### src/rtl/draw_seq_pkg.sv
// draw_seq_pkg: state encodings, default erase colour and packed-bus slice helper for draw_sequencer.
`default_nettype none

package draw_seq_pkg;

  localparam logic [2:0] S_IDLE       = 3'd0;
  localparam logic [2:0] S_LOAD       = 3'd1;
  localparam logic [2:0] S_DRAW       = 3'd2;
  localparam logic [2:0] S_LOGIC      = 3'd3;
  localparam logic [2:0] S_LOGIC_WAIT = 3'd4;
  localparam logic [2:0] S_INC        = 3'd5;
  localparam logic [2:0] S_CHANGE     = 3'd6;

  localparam int DRAW_SEQ_ERASE_COLOUR = 0;

  // Lowest bit index of channel k inside a packed bus of w-bit fields.
  function automatic int slice_lo(input int k, input int w);
    return k * w;
  endfunction

endpackage

`default_nettype wire

### src/rtl/step_counter.sv
// step_counter: free-running slot counter with synchronous clear/enable and a "reached limit-1" flag.
`default_nettype none

module step_counter #(
  parameter int W = 20
) (
  input  logic         clk,
  input  logic         resetn,
  input  logic         i_clr,
  input  logic         i_en,
  input  logic [W-1:0] i_limit,
  output logic         o_at_limit
);

  logic [W-1:0] r_count;

  always_ff @(posedge clk or negedge resetn) begin
    if (!resetn) begin
      r_count <= '0;
    end else if (i_clr) begin
      r_count <= '0;
    end else if (i_en) begin
      r_count <= r_count + W'(1);
    end
  end

  assign o_at_limit = (r_count == (i_limit - W'(1)));

endmodule

`default_nettype wire

### src/rtl/draw_sequencer.sv
// draw_sequencer: two-pass (erase/colour) frame sequencer and plot mux for NUM_CH draw clients.
// Optional VGA overlay port and frame freeze enabled by defining DRAW_SEQ_OVERLAY_EN.
`default_nettype none

module draw_sequencer
  import draw_seq_pkg::*;
#(
  parameter int                  NUM_CH       = 3,
  parameter int                  COORD_W      = 10,
  parameter int                  COLOUR_W     = 3,
  parameter int                  TIMEOUT_W    = 20,
  parameter logic [COLOUR_W-1:0] ERASE_COLOUR = COLOUR_W'(DRAW_SEQ_ERASE_COLOUR)
) (
  input  logic                          clk,
  input  logic                          resetn,
  input  logic                          frame_en,
  output logic [NUM_CH-1:0]             ch_go,
  input  logic [NUM_CH-1:0]             ch_done,
  input  logic [NUM_CH*TIMEOUT_W-1:0]   ch_timeout,
  input  logic [NUM_CH*COORD_W-1:0]     ch_x,
  input  logic [NUM_CH*COORD_W-1:0]     ch_y,
  input  logic [NUM_CH*COLOUR_W-1:0]    ch_colour,
  input  logic [NUM_CH-1:0]             ch_wren,
  output logic                          logic_go,
  input  logic                          logic_done,
  output logic                          inc_enable,
  output logic [COORD_W-1:0]            x,
  output logic [COORD_W-1:0]            y,
  output logic [COLOUR_W-1:0]           colour,
  output logic                          writeEn,
  output logic                          iscolour,
  output logic                          busy,
  output logic                          frame_skipped,
`ifdef DRAW_SEQ_OVERLAY_EN
  input  logic                          overlay_active,
  input  logic [COORD_W-1:0]            overlay_x,
  input  logic [COORD_W-1:0]            overlay_y,
  input  logic [COLOUR_W-1:0]           overlay_colour,
  input  logic                          overlay_en,
`endif
  output logic [NUM_CH-1:0]             timeout_err
);

  localparam int CH_W = (NUM_CH > 1) ? $clog2(NUM_CH) : 1;

  logic [2:0]           r_state;
  logic [CH_W-1:0]      r_ch;
  logic                 r_iscolour;
  logic [NUM_CH-1:0]    r_timeout_err;

  logic [2:0]           w_state_nxt;
  logic [CH_W-1:0]      w_ch_nxt;
  logic                 w_iscolour_nxt;
  logic [NUM_CH-1:0]    w_timeout_err_nxt;

  logic                 w_freeze;
  logic                 w_any_en;
  logic [CH_W-1:0]      w_first_en;
  logic                 w_has_next;
  logic [CH_W-1:0]      w_next_en;
  logic                 w_done;
  logic                 w_at_limit;
  logic                 w_in_slot;
  logic [TIMEOUT_W-1:0] w_cur_timeout;

`ifdef DRAW_SEQ_OVERLAY_EN
  assign w_freeze = overlay_active;
`else
  assign w_freeze = 1'b0;
`endif

  assign w_cur_timeout = ch_timeout[slice_lo(int'(r_ch), TIMEOUT_W) +: TIMEOUT_W];
  assign w_done        = ch_done[r_ch];
  assign w_in_slot     = (r_state == S_LOAD) || (r_state == S_DRAW);

  // Descending scan so the last hit is the lowest enabled index.
  always_comb begin
    w_any_en   = 1'b0;
    w_first_en = '0;
    w_has_next = 1'b0;
    w_next_en  = '0;
    for (int k = NUM_CH - 1; k >= 0; k--) begin
      if (ch_timeout[slice_lo(k, TIMEOUT_W) +: TIMEOUT_W] != '0) begin
        w_any_en   = 1'b1;
        w_first_en = CH_W'(k);
        if (k > int'(r_ch)) begin
          w_has_next = 1'b1;
          w_next_en  = CH_W'(k);
        end
      end
    end
  end

  step_counter #(
    .W (TIMEOUT_W)
  ) u_slot_counter (
    .clk        (clk),
    .resetn     (resetn),
    .i_clr      (r_state == S_LOAD),
    .i_en       ((r_state == S_DRAW) && !w_freeze),
    .i_limit    (w_cur_timeout),
    .o_at_limit (w_at_limit)
  );

  always_comb begin
    w_state_nxt       = r_state;
    w_ch_nxt          = r_ch;
    w_iscolour_nxt    = r_iscolour;
    w_timeout_err_nxt = r_timeout_err;
    if (!w_freeze) begin
      case (r_state)
        S_IDLE: begin
          if (frame_en) begin
            if (w_any_en) begin
              w_state_nxt = S_LOAD;
              w_ch_nxt    = w_first_en;
            end else begin
              w_state_nxt = S_LOGIC;
            end
          end
        end
        S_LOAD: w_state_nxt = S_DRAW;
        S_DRAW: begin
          if (w_done || w_at_limit) begin
            // done has priority: a coincident timeout is not an error
            if (!w_done) begin
              w_timeout_err_nxt[r_ch] = 1'b1;
            end
            if (w_has_next) begin
              w_state_nxt = S_LOAD;
              w_ch_nxt    = w_next_en;
            end else if (r_iscolour) begin
              w_state_nxt = S_CHANGE;
            end else begin
              w_state_nxt = S_LOGIC;
            end
          end
        end
        S_LOGIC: w_state_nxt = S_LOGIC_WAIT;
        S_LOGIC_WAIT: begin
          if (logic_done) begin
            w_state_nxt = S_INC;
          end
        end
        S_INC: w_state_nxt = S_CHANGE;
        S_CHANGE: begin
          w_iscolour_nxt = !r_iscolour;
          if (r_iscolour) begin
            w_state_nxt = S_IDLE;
          end else if (w_any_en) begin
            w_state_nxt = S_LOAD;
            w_ch_nxt    = w_first_en;
          end else begin
            // empty colour pass: go straight to the closing CHANGE
            w_state_nxt = S_CHANGE;
          end
        end
        default: w_state_nxt = S_IDLE;
      endcase
    end
  end

  always_ff @(posedge clk or negedge resetn) begin
    if (!resetn) begin
      r_state       <= S_IDLE;
      r_ch          <= '0;
      r_iscolour    <= 1'b0;
      r_timeout_err <= '0;
    end else begin
      r_state       <= w_state_nxt;
      r_ch          <= w_ch_nxt;
      r_iscolour    <= w_iscolour_nxt;
      r_timeout_err <= w_timeout_err_nxt;
    end
  end

  always_comb begin
    ch_go = '0;
    if ((r_state == S_LOAD) && !w_freeze) begin
      ch_go[r_ch] = 1'b1;
    end
  end

  assign logic_go      = (r_state == S_LOGIC) && !w_freeze;
  assign inc_enable    = (r_state == S_INC) && !w_freeze;
  assign busy          = (r_state != S_IDLE);
  assign frame_skipped = frame_en && busy && !w_freeze;
  assign iscolour      = r_iscolour;
  assign timeout_err   = r_timeout_err;

  always_comb begin
    x       = '0;
    y       = '0;
    colour  = '0;
    writeEn = 1'b0;
    if (w_in_slot) begin
      x       = ch_x[slice_lo(int'(r_ch), COORD_W) +: COORD_W];
      y       = ch_y[slice_lo(int'(r_ch), COORD_W) +: COORD_W];
      colour  = r_iscolour ? ch_colour[slice_lo(int'(r_ch), COLOUR_W) +: COLOUR_W] : ERASE_COLOUR;
      writeEn = ch_wren[r_ch];
    end
`ifdef DRAW_SEQ_OVERLAY_EN
    if (overlay_active) begin
      x       = overlay_x;
      y       = overlay_y;
      colour  = overlay_colour;
      writeEn = overlay_en;
    end
`endif
  end

endmodule

`default_nettype wire

### config.mk
export PLATFORM = sky130hd
export DESIGN_NAME = draw_sequencer
export DESIGN_NICKNAME = d
export VERILOG_FILES = /design/src/rtl/draw_seq_pkg.sv /design/src/rtl/step_counter.sv /design/src/rtl/draw_sequencer.sv
export SDC_FILE = /design/constraint.sdc
export NUM_CORES = 1
export LEC_CHECK = 0
export CORE_MARGIN = 8
export CORE_UTILIZATION = 29
export DETAILED_ROUTE_END_ITERATION = 10
export HOLD_SLACK_MARGIN = 0.05
export PLACE_DENSITY = 0.6
export SYNTH_ARGS = -nofsm -noshare
export SYNTH_HDL_FRONTEND = slang
export SYNTH_SLANG_ARGS = --single-unit
### constraint.sdc
create_clock -name clk -period 3.57 [get_ports clk]
set_input_delay 0.357 -clock clk [delete_from_list [all_inputs] [get_ports clk]]
set_output_delay 0.357 -clock clk [all_outputs]
set_load 0.005 [all_outputs]
==> qor.csv, run 1 <==
stage,metric,value,unit
logic_synthesis,syn_inst,464,
clock_tree,post_cts_buffers,0,
grt,grt_max_degree,30,
worst_setup_path,reg2reg_from,r_ch[0]$_DFFE_PN0P_,
sta,worst_slew_pin_slew,621,ps
worst_setup_path,cp-startpoint,r_ch[0]$_DFFE_PN0P_,
sta,rsz0062_at_grt,false,
worst_setup_path,cp-start-kind,flip-flop,
worst_setup_path,rrSetupSlack,170,ps
grt,grt_use_met3,0.0565,
clock_tree,cts_buffers,5,
route,initialDrtViolationCount,274,
sta,timing.setup.tns,0,ps
grt,grt_use_total,0.175,
clock_tree,clk_pin_slew,50,ps
logic_synthesis,avgSynthCellArea,7.54,um^2
grt,grt_pass1_vias,4397,
die,die_y,126,um
route,ant_nets,0,
sta,post-route-period-util,0.952,
logic_synthesis,async_flop_share,1.00,
sta,relSlewSlack,0.581,
clock_tree,cts_max_level,2,
place,gp_congestion,0.860,
place,port_buffers,173,
logic_synthesis,synth_seq_cells,29,
grt,top_usage_layer,met2,
place,dp_hpwl,11700,um
cells_and_area,nets,781,
clock_tree,clock_path_buffers,2,
sta,whs,472,ps
sta,fmax,294,MHz
cells_and_area,final_common_cell,clkdlybuf4s50_1,
cells_and_area,drive_gt1_frac,0.0858,
sta,setup_ws,173,ps
die,core,11900,um^2
worst_setup_path,critical_path.top_delay_family,simple AND/OR/NAND/NOR gates,
die,io_pins,174,
grt,antenna_found_initial,0,
cells_and_area,final_cell_mix,"clkdlybuf4s50_1 (173), nor2_1 (73), mux2i_1 (44)",
worst_setup_path,worst_ep_arrival_time,3540,ps
logic_synthesis,synth-edff-count,0,
cells_and_area,num_antenna_cells,0,
route,drc_errors,0,
logic_synthesis,synth_top_cells_by_area,"dfrtp_1 (21%), mux2i_1 (13%), nor2_1 (7.9%)",
clock_tree,tritoncts,done,
route,wl_per_cell,18.3,um
place,dp_slack,104,ps
logic_synthesis,synth_top_area_cell,dfrtp_1,
clock_tree,postCtsHoldBufs,0,
pwr,finalPower,0.00273,W
pwr,leakage,2.11,nW
logic_synthesis,synth_cell_types,68,
die,start_util,0.294,
worst_setup_path,required,3710,ps
logic_synthesis,synth_nets,605,
pwr,power.density,486,nW/um^2
worst_setup_path,worstSetupPathType,reg2reg,
grt,grt_pass1_wl,22900,um
logic_synthesis,syn-cell-area,3500,um^2
sta,setup_viol,0,
grt,grtUsageMet1,0.225,
route,drtPass1Iterations,5,
worst_setup_path,crit_buf_inv,1,
sta,period_needed,3400,ps
clock_tree,ctsResizeCount,0,
worst_setup_path,slowest_delay,570,ps
die,num_rows,40,
worst_hold_path,hold_start,timeout_err[1]$_DFFE_PN0P_,
cells_and_area,syn_to_final_growth,60.6,%
clock_tree,clockRootBuffer,clkbuf_16,
logic_synthesis,yosysSeqAreaShare,0.207,
grt,grt_overflow_total,0,
logic_synthesis,ys.flop_type,dfrtp_1,
outcome,status,finished clean,
logic_synthesis,yosysWarnings,0,
clock_tree,clock_sinks,29,
worst_setup_path,crit_slowest_cell,dfrtp_2,
sta,fin_worst_skew,2.72,ps
pwr,ir_worst_vdd,0.269,mV
die,die_area,15800,um^2
route,drt-total-wl,14400,um
logic_synthesis,synth_top_area_frac,0.207,
clock_tree,clk_latency,270,ps
worst_setup_path,critPathMaxFanout,9,
route,viasPerCell,5.44,
worst_hold_path,hp-class,reg2reg,
sta,hold_viol,0,
grt,use_met2,0.281,
route,dr_total_vias,4284,
worst_setup_path,cp_cell_sequence,"buf_4, mux2_2, a22oi_1, nor3b_1, nand3_1, or4_1, a32o_2, nor2_4, a21oi_2, o41ai_1",
sta,drv_slew,0,
die,die_w,126,um
worst_setup_path,critical_path.endpoint_type,flip-flop,
job,drv_cap,0,
## registers in the layout (all words and copies together) (netlist names)
| name | flops |
|---|---|
| r_state | 3 |
| r_ch | 2 |
| timeout_err | 3 |
| iscolour | 1 |
| u_slot_counter.r_count | 20 |
## Yosys cell counts (all sizes together) (3+ instances only)
cell / n
a21oi: 36
a22oi: 4
a2bb2oi: 3
a31o: 3
a31oi: 4
and2: 3
and3: 11
buf: 11
clkbuf: 16
dfrtp: 29
inv: 8
mux2: 6
mux2i: 44
nand2: 30
nand2b: 8
nand3: 18
nand4: 8
nor2: 75
nor3: 14
nor4: 18
o211ai: 6
o21ai: 24
o22ai: 3
o2bb2ai: 15
o31ai: 5
o41ai: 3
or2: 3
xnor2: 17
xor2: 6
## layout make-up
cell class | instances | area, um^2
Multi-Input combinational cell | 399 | 2610
Fill cell | 1196 | 6290
Inverter | 9 | 33.8
Clock buffer | 5 | 125
Tap cell | 147 | 184
Clock inverter | 3 | 17.5
Sequential cell | 29 | 728
Timing Repair Buffer | 196 | 1920
## cell families after synthesis
family,Yosys count,synth area share
adders and majority gates,2,0.00715
xor gates and xnor gates,23,0.0576
AOI/OAI and AO/OA,124,0.244
and+or+nand+nor,200,0.291
muxes,50,0.146
DFF,29,0.207
buffers and inverters,36,0.0465
## per-stage QoR
| step | utilization | cells | area (um^2) |
|---|---|---|---|
| global placement | 0.460 | 780 | 5480 |
| finish | 0.472 | 788 | 5620 |
| floorplan | - | 464 | 3500 |
| detailed placement | 0.460 | 780 | 5480 |
| global route | 0.472 | 788 | 5620 |
| CTS | 0.472 | 788 | 5620 |
## path summary, 6_finish.rpt
path,to,cells past startpoint
worst max-delay path,r_ch[0]$_DFFE_PN0P_,10
max in group asynchronous,r_ch[1]$_DFFE_PN0P_,2
worst max register to register,r_ch[0]$_DFFE_PN0P_,10
worst min register to register,timeout_err[1]$_DFFE_PN0P_,1
worst min-delay path,timeout_err[1]$_DFFE_PN0P_,1
min in group asynchronous,u_slot_counter.r_count[17]$_DFFE_PN0P_,2
## layer usage
metal,up-vias,wire (um)
met5,-,0
met1,2001,6560
met3,9,1410
met2,182,6340
li1,2092,-
met4,0,121
## power breakdown
group | internal, W | leakage [nW] | switching (W)
registers | 0.000369 | 0.393 | 0.000103
clock network | 0.000255 | 0.0696 | 0.000151
logic | 0.000937 | 1.65 | 0.000914
Note: power is estimated with default switching activity, not from simulation.
==> run 2: changes to the inputs <==
--- a/config.mk
+++ b/config.mk
@@ -10,6 +10,7 @@
 export DETAILED_ROUTE_END_ITERATION = 10
 export HOLD_SLACK_MARGIN = 0.05
 export PLACE_DENSITY = 0.6
+export RECOVER_POWER = 25
 export SYNTH_ARGS = -nofsm -noshare
 export SYNTH_HDL_FRONTEND = slang
 export SYNTH_SLANG_ARGS = --single-unit
==> run 2 against run 1 <==
Critical path depth unchanged. Critical path type unchanged. Sequential cell count unchanged. Combinational power about the same. Largest power group unchanged. Via count about the same. The flow now finishes with violations (max-capacitance violations, max-slew violations).
==> qor.csv, run 2 (synthesis gave the netlist of run 1 again) <==
stage,metric,value,unit
sta,period_needed,3400,ps
worst_setup_path,worst_ep_arrival_time,3530,ps
sta,post-route-period-util,0.951,
clock_tree,clk_pin_slew,50,ps
cells_and_area,fin_area,5610,um^2
place,gp_congestion,0.860,
grt,grt_max_degree,30,
die,io_pins,174,
worst_setup_path,required,3710,ps
worst_setup_path,worstSetupPathType,reg2reg,
worst_setup_path,crit_cells,10,
worst_setup_path,r2r_end,r_ch[0]$_DFFE_PN0P_,
grt,antenna_found_initial,0,
worst_setup_path,endpoint,r_ch[0]$_DFFE_PN0P_,
cells_and_area,largest_register,u_slot_counter.r_count,
sta,setup_viol,0,
cells_and_area,nets,781,
sta,drv_slew,30,
clock_tree,clock_path_buffers,2,
worst_setup_path,critPathMaxFanout,9,
grt,grt_pass1_vias,4397,
outcome,status,finished with violations,
job,drv_cap,1,
worst_setup_path,critical_path.endpoint_type,flip-flop,
die,num_rows,40,
clock_tree,clock_sinks,29,
sta,relSlewSlack,-0.102,
worst_setup_path,reg2reg_from,r_ch[0]$_DFFE_PN0P_,
die,die_w,126,um
sta,worst_slew_pin_slew,1650,ps
worst_setup_path,cp-start-kind,flip-flop,
worst_setup_path,critical_path.top_delay_family,simple AND/OR/NAND/NOR gates,
pwr,power.density,486,nW/um^2
die,die_area,15800,um^2
cells_and_area,num_antenna_cells,0,
place,port_buffers,173,
worst_setup_path,cp_cell_sequence,"buf_4, mux2_2, a22oi_1, nor3b_1, nand3_1, or4_1, a32o_2, nor2_4, a21oi_2, o41ai_1",
cells_and_area,syn_to_final_growth,60.5,%
cells_and_area,utilization,0.471,
clock_tree,cts_max_level,2,
worst_setup_path,slowest_delay,570,ps
grt,grt_use_total,0.175,
worst_setup_path,crit_slowest_cell,dfrtp_2,
worst_setup_path,crit_buf_inv,1,
route,drtPass1Iterations,5,
route,initialDrtViolationCount,293,
clock_tree,tritoncts,done,
clock_tree,post_cts_buffers,0,
sta,whs,473,ps
route,wl_per_cell,18.2,um
pwr,ir_worst_vdd,0.269,mV
place,dp_hpwl,11700,um
worst_hold_path,hp-class,reg2reg,
clock_tree,clockRootBuffer,clkbuf_16,
route,dr_total_vias,4286,
sta,fmax,295,MHz
cells_and_area,drive_gt1_frac,0.0842,
sta,fin_worst_skew,2.20,ps
worst_setup_path,cp-startpoint,r_ch[0]$_DFFE_PN0P_,
place,dpl-instance-area,5480,um^2
route,drc_errors,0,
die,start_util,0.294,
clock_tree,clk_latency,270,ps
pwr,finalPower,0.00273,W
clock_tree,ctsResizeCount,0,
cells_and_area,final_common_cell,clkdlybuf4s50_1,
outcome,violations,"max-capacitance violations, max-slew violations",
cells_and_area,final_cell_mix,"clkdlybuf4s50_1 (172), nor2_1 (73), mux2i_1 (44)",
pwr,leakage,2.11,nW
sta,hold_viol,0,
sta,rsz0062_at_grt,false,
sta,timing.setup.tns,0,ps
cells_and_area,largest_reg_flops,20,
die,die_y,126,um
route,viasPerCell,5.44,
worst_setup_path,rrSetupSlack,170,ps
grt,grt_pass1_wl,22900,um
clock_tree,postCtsHoldBufs,0,
grt,grt_overflow_total,0,
die,core,11900,um^2
worst_setup_path,reg2reg_depth,10,
route,ant_nets,0,
clock_tree,cts_buffers,5,
route,drt-total-wl,14400,um
## run 2: cell count changes in the layout (fill, tap and decap cells not counted)
| cell | change |
|---|---|
| dlygate4sd3_1 | +1 |
| clkdlybuf4s50_1 | -1 |
| buf_4 | -1 |
| clkbuf_1 | +1 |
## run 2: worst min-delay path by stage
stage	from	end	slack (ps)	cells past startpoint
detailed placement	timeout_err[1]$_DFFE_PN0P_	timeout_err[1]$_DFFE_PN0P_	460	1
floorplan	resetn	iscolour$_DFFE_PN0P_	60	0
CTS	timeout_err[1]$_DFFE_PN0P_	timeout_err[1]$_DFFE_PN0P_	470	1
global route	timeout_err[1]$_DFFE_PN0P_	timeout_err[1]$_DFFE_PN0P_	500	1
global placement	timeout_err[1]$_DFFE_PN0P_	timeout_err[1]$_DFFE_PN0P_	460	1
finish	timeout_err[1]$_DFFE_PN0P_	timeout_err[1]$_DFFE_PN0P_	470	1
## run 2: per-stage QoR
stage	worst slack, ps	cells
after floorplan	469	464
after global placement	270	780
after detailed placement	104	780
after CTS	182	788
after global routing	3.63	788
final	174	788
## run 2: area by class of cell
| class | count | area [um^2] |
|---|---|---|
| Tap cell | 147 | 184 |
| Clock buffer | 5 | 125 |
| Timing Repair Buffer | 196 | 1910 |
| Clock inverter | 3 | 17.5 |
| Multi-Input combinational cell | 399 | 2610 |
| Inverter | 9 | 33.8 |
| Sequential cell | 29 | 728 |
| Fill cell | 1195 | 6300 |
## run 2: power breakdown
| group | total (W) | leakage, nW | internal [W] | switching [W] |
|---|---|---|---|---|
| logic | 0.00185 | 1.65 | 0.000936 | 0.000913 |
| clock network | 0.000406 | 0.0696 | 0.000255 | 0.000151 |
| registers | 0.000473 | 0.393 | 0.000369 | 0.000104 |
## run 2: per-layer routing
layer | GRT usage | share of wire
met2 | 0.281 | 0.44
met1 | 0.225 | 0.46
met5 | 0 | 0
met4 | 0.0354 | 0.0087
met3 | 0.0565 | 0.094
==> run 3: changes to the inputs <==
--- a/config.mk
+++ b/config.mk
@@ -8,6 +8,7 @@
 export CORE_MARGIN = 8
 export CORE_UTILIZATION = 29
 export DETAILED_ROUTE_END_ITERATION = 10
+export GPL_TIMING_DRIVEN = 0
 export HOLD_SLACK_MARGIN = 0.05
 export PLACE_DENSITY = 0.6
 export RECOVER_POWER = 25
==> run 3 against run 2 <==
The run now ends clean. Register-to-register slack barely moved. Sequential share of layout area about the same. Global-route usage is 0.32 points higher. Routed wire length increased by 2.3%. Core utilization is 0.18 points lower. Sequential cell count stayed put. Via count is 0.54% lower. Total power is 1.1% lower. Final cell count rose by 0.89%. Fmax shrank 0.11%. Count of clock-buffer cells in the layout increased by 1. Non-clock buffer count up 7. Critical endpoint is now r_ch[1]$_DFFE_PN0P_. Largest power group unchanged.
==> qor.csv, run 3 (synthesis gave the netlist of run 1 again) <==
stage,metric,value,unit
cells_and_area,multi_input_area,2630,um^2
clock_tree,postCtsHoldBufs,0,
route,wl_per_cell,18.5,um
outcome,status,finished clean,
place,dp_hpwl,12000,um
worst_setup_path,reg2reg_depth,12,
cells_and_area,regArea,726,um^2
sta,period_needed,3400,ps
clock_tree,clock_sinks,29,
cells_and_area,drive_gt1_frac,0.0664,
cells_and_area,syn_to_final_growth,59.9,%
grt,grt_max_degree,16,
cells_and_area,fillers,1185,
pwr,power.density,483,nW/um^2
place,place_inst,785,
worst_hold_path,hold_start,timeout_err[2]$_DFFE_PN0P_,
clock_tree,clock_path_buffers,2,
clock_tree,clk_latency,270,ps
worst_setup_path,crit_slowest_cell,o41ai_2,
worst_setup_path,critPathMaxFanout,10,
route,viasPerCell,5.36,
sta,rsz0062_at_grt,true,
die,die_w,126,um
pwr,ir_worst_vdd,0.301,mV
die,core,11900,um^2
grt,grt_overflow_total,0,
grt,grt_pass1_vias,4429,
die,die_y,126,um
job,drv_cap,0,
route,drt-total-wl,14700,um
sta,hold_viol,0,
worst_setup_path,required,3720,ps
sta,fmax,294,MHz
route,drc_errors,0,
grt,grt_use_total,0.178,
worst_setup_path,reg2reg_from,r_ch[0]$_DFFE_PN0P_,
pwr,leakage,2.08,nW
route,initialDrtViolationCount,181,
cells_and_area,stdcell_count,795,
worst_setup_path,worstSetupPathType,reg2reg,
worst_setup_path,cp-start-kind,flip-flop,
clock_tree,tritoncts,done,
sta,timing.setup.tns,0,ps
worst_setup_path,worst_ep_arrival_time,3550,ps
cells_and_area,largest_reg_flops,20,
place,gp_congestion,0.840,
cells_and_area,num_antenna_cells,0,
sta,setup_viol,0,
sta,worst_slew_pin_slew,874,ps
cells_and_area,final_cell_mix,"clkdlybuf4s50_1 (172), nor2_1 (73), mux2i_1 (44)",
route,dr_total_vias,4263,
die,io_pins,174,
die,start_util,0.294,
cells_and_area,final_common_cell,clkdlybuf4s50_1,
worst_setup_path,critical_path.endpoint_type,flip-flop,
clock_tree,clk_pin_slew,50,ps
sta,drv_slew,0,
route,ant_nets,0,
sta,relSlewSlack,0.418,
worst_hold_path,hp-class,reg2reg,
pwr,finalPower,0.00270,W
grt,grt_pass1_wl,23200,um
worst_setup_path,cp_cell_sequence,"buf_6, mux2_4, a22oi_4, ha_1, o211ai_1, nor4_4, nand4b_1, o31a_1, a311oi_1, o2111a_2, a21oi_2, o41ai_2",
clock_tree,cts_buffers,5,
cells_and_area,largest_register,u_slot_counter.r_count,
die,num_rows,40,
die,die_area,15800,um^2
worst_setup_path,r2r_end,r_ch[1]$_DFFE_PN0P_,
cells_and_area,nets,788,
grt,antenna_found_initial,0,
clock_tree,clockRootBuffer,clkbuf_16,
route,drtPass1Iterations,5,
worst_hold_path,min_path_cells,1,
clock_tree,cts_max_level,2,
sta,fin_worst_skew,6.61,ps
place,port_buffers,173,
worst_setup_path,rrSetupSlack,170,ps
sta,post-route-period-util,0.952,
worst_hold_path,holdPathEnd,timeout_err[2]$_DFFE_PN0P_,
worst_setup_path,slowest_delay,380,ps
[run 3: changes by cell type in the layout (fill, tap and decap cells not counted), sizes merged]
cell / delta
clkbuf: +19
buf: -11
clkinvlp: -1
[run 3: repair_timing]
action,4_1_cts,5_1_grt
setup buffers,2,0
pin swaps,2,2
gates resized for setup,3,5
endpoints found under the hold margin,0,0
setup endpoints to repair,8,23
[run 3: worst max-delay path, delay by kind of cell, from the launching register on]
kind	cells	cell delay, ps
adder cells (fa/ha/maj)	1	240
buffers and inverters	1	190
multiplexers	1	330
flip-flops	1	330
AND/OR/NAND/NOR	2	420
AO/OA/AOI/OAI	7	1750
[run 3: through the flow]
stage                     worst slack (ps)   util  hold slack, ps  instance area [um^2]
after floorplan                        469      -            61.4                  3500
after global placement                -381  0.455             451                  5410
after detailed placement              -443  0.457             463                  5440
after CTS                             56.1  0.471             473                  5610
after global routing                 -1.08  0.470             507                  5590
final                                  171  0.470             469                  5590
[run 3: how the worst max path moves through the flow]
| stage | start | endpoint | cells past startpoint | slack, ps |
|---|---|---|---|---|
| floorplan | r_ch[0]$_DFFE_PN0P_ | r_ch[0]$_DFFE_PN0P_ | 12 | 470 |
| global placement | ch_timeout[0] | r_ch[1]$_DFFE_PN0P_ | 12 | -380 |
| detailed placement | ch_timeout[0] | r_ch[1]$_DFFE_PN0P_ | 12 | -440 |
| CTS | r_ch[0]$_DFFE_PN0P_ | r_ch[1]$_DFFE_PN0P_ | 12 | 60 |
| global route | r_state[2]$_DFFE_PN0P_ | y[5] | 8 | -1 |
| finish | r_ch[0]$_DFFE_PN0P_ | r_ch[1]$_DFFE_PN0P_ | 12 | 170 |
[run 3: layer usage]
metal	up-vias	wire length [um]	GRT usage	part of all wire
li1	2096	-	-	-
met1	1977	6440	0.218	0.44
met4	0	118	0.0304	0.0080
met3	11	1480	0.0624	0.10
met5	-	0	0	0
met2	179	6650	0.299	0.45
[run 3: power breakdown]
| part | switching (W) | leakage [nW] | total, W | internal, W |
|---|---|---|---|---|
| sequential | 0.0000394 | 0.397 | 0.000408 | 0.000369 |
| clock | 0.000143 | 0.0706 | 0.000398 | 0.000255 |
| combinational | 0.000991 | 1.61 | 0.00189 | 0.000902 |
[run 3: layout make-up]
class / instances / share of cell area
Buffer: 27 / 0.0237
Multi-Input combinational cell: 399 / 0.470
Sequential cell: 29 / 0.130
Timing Repair Buffer: 176 / 0.313
Tap cell: 147 / 0.0329
Inverter: 9 / 0.00626
Clock buffer: 6 / 0.0230
Clock inverter: 2 / 0.00179
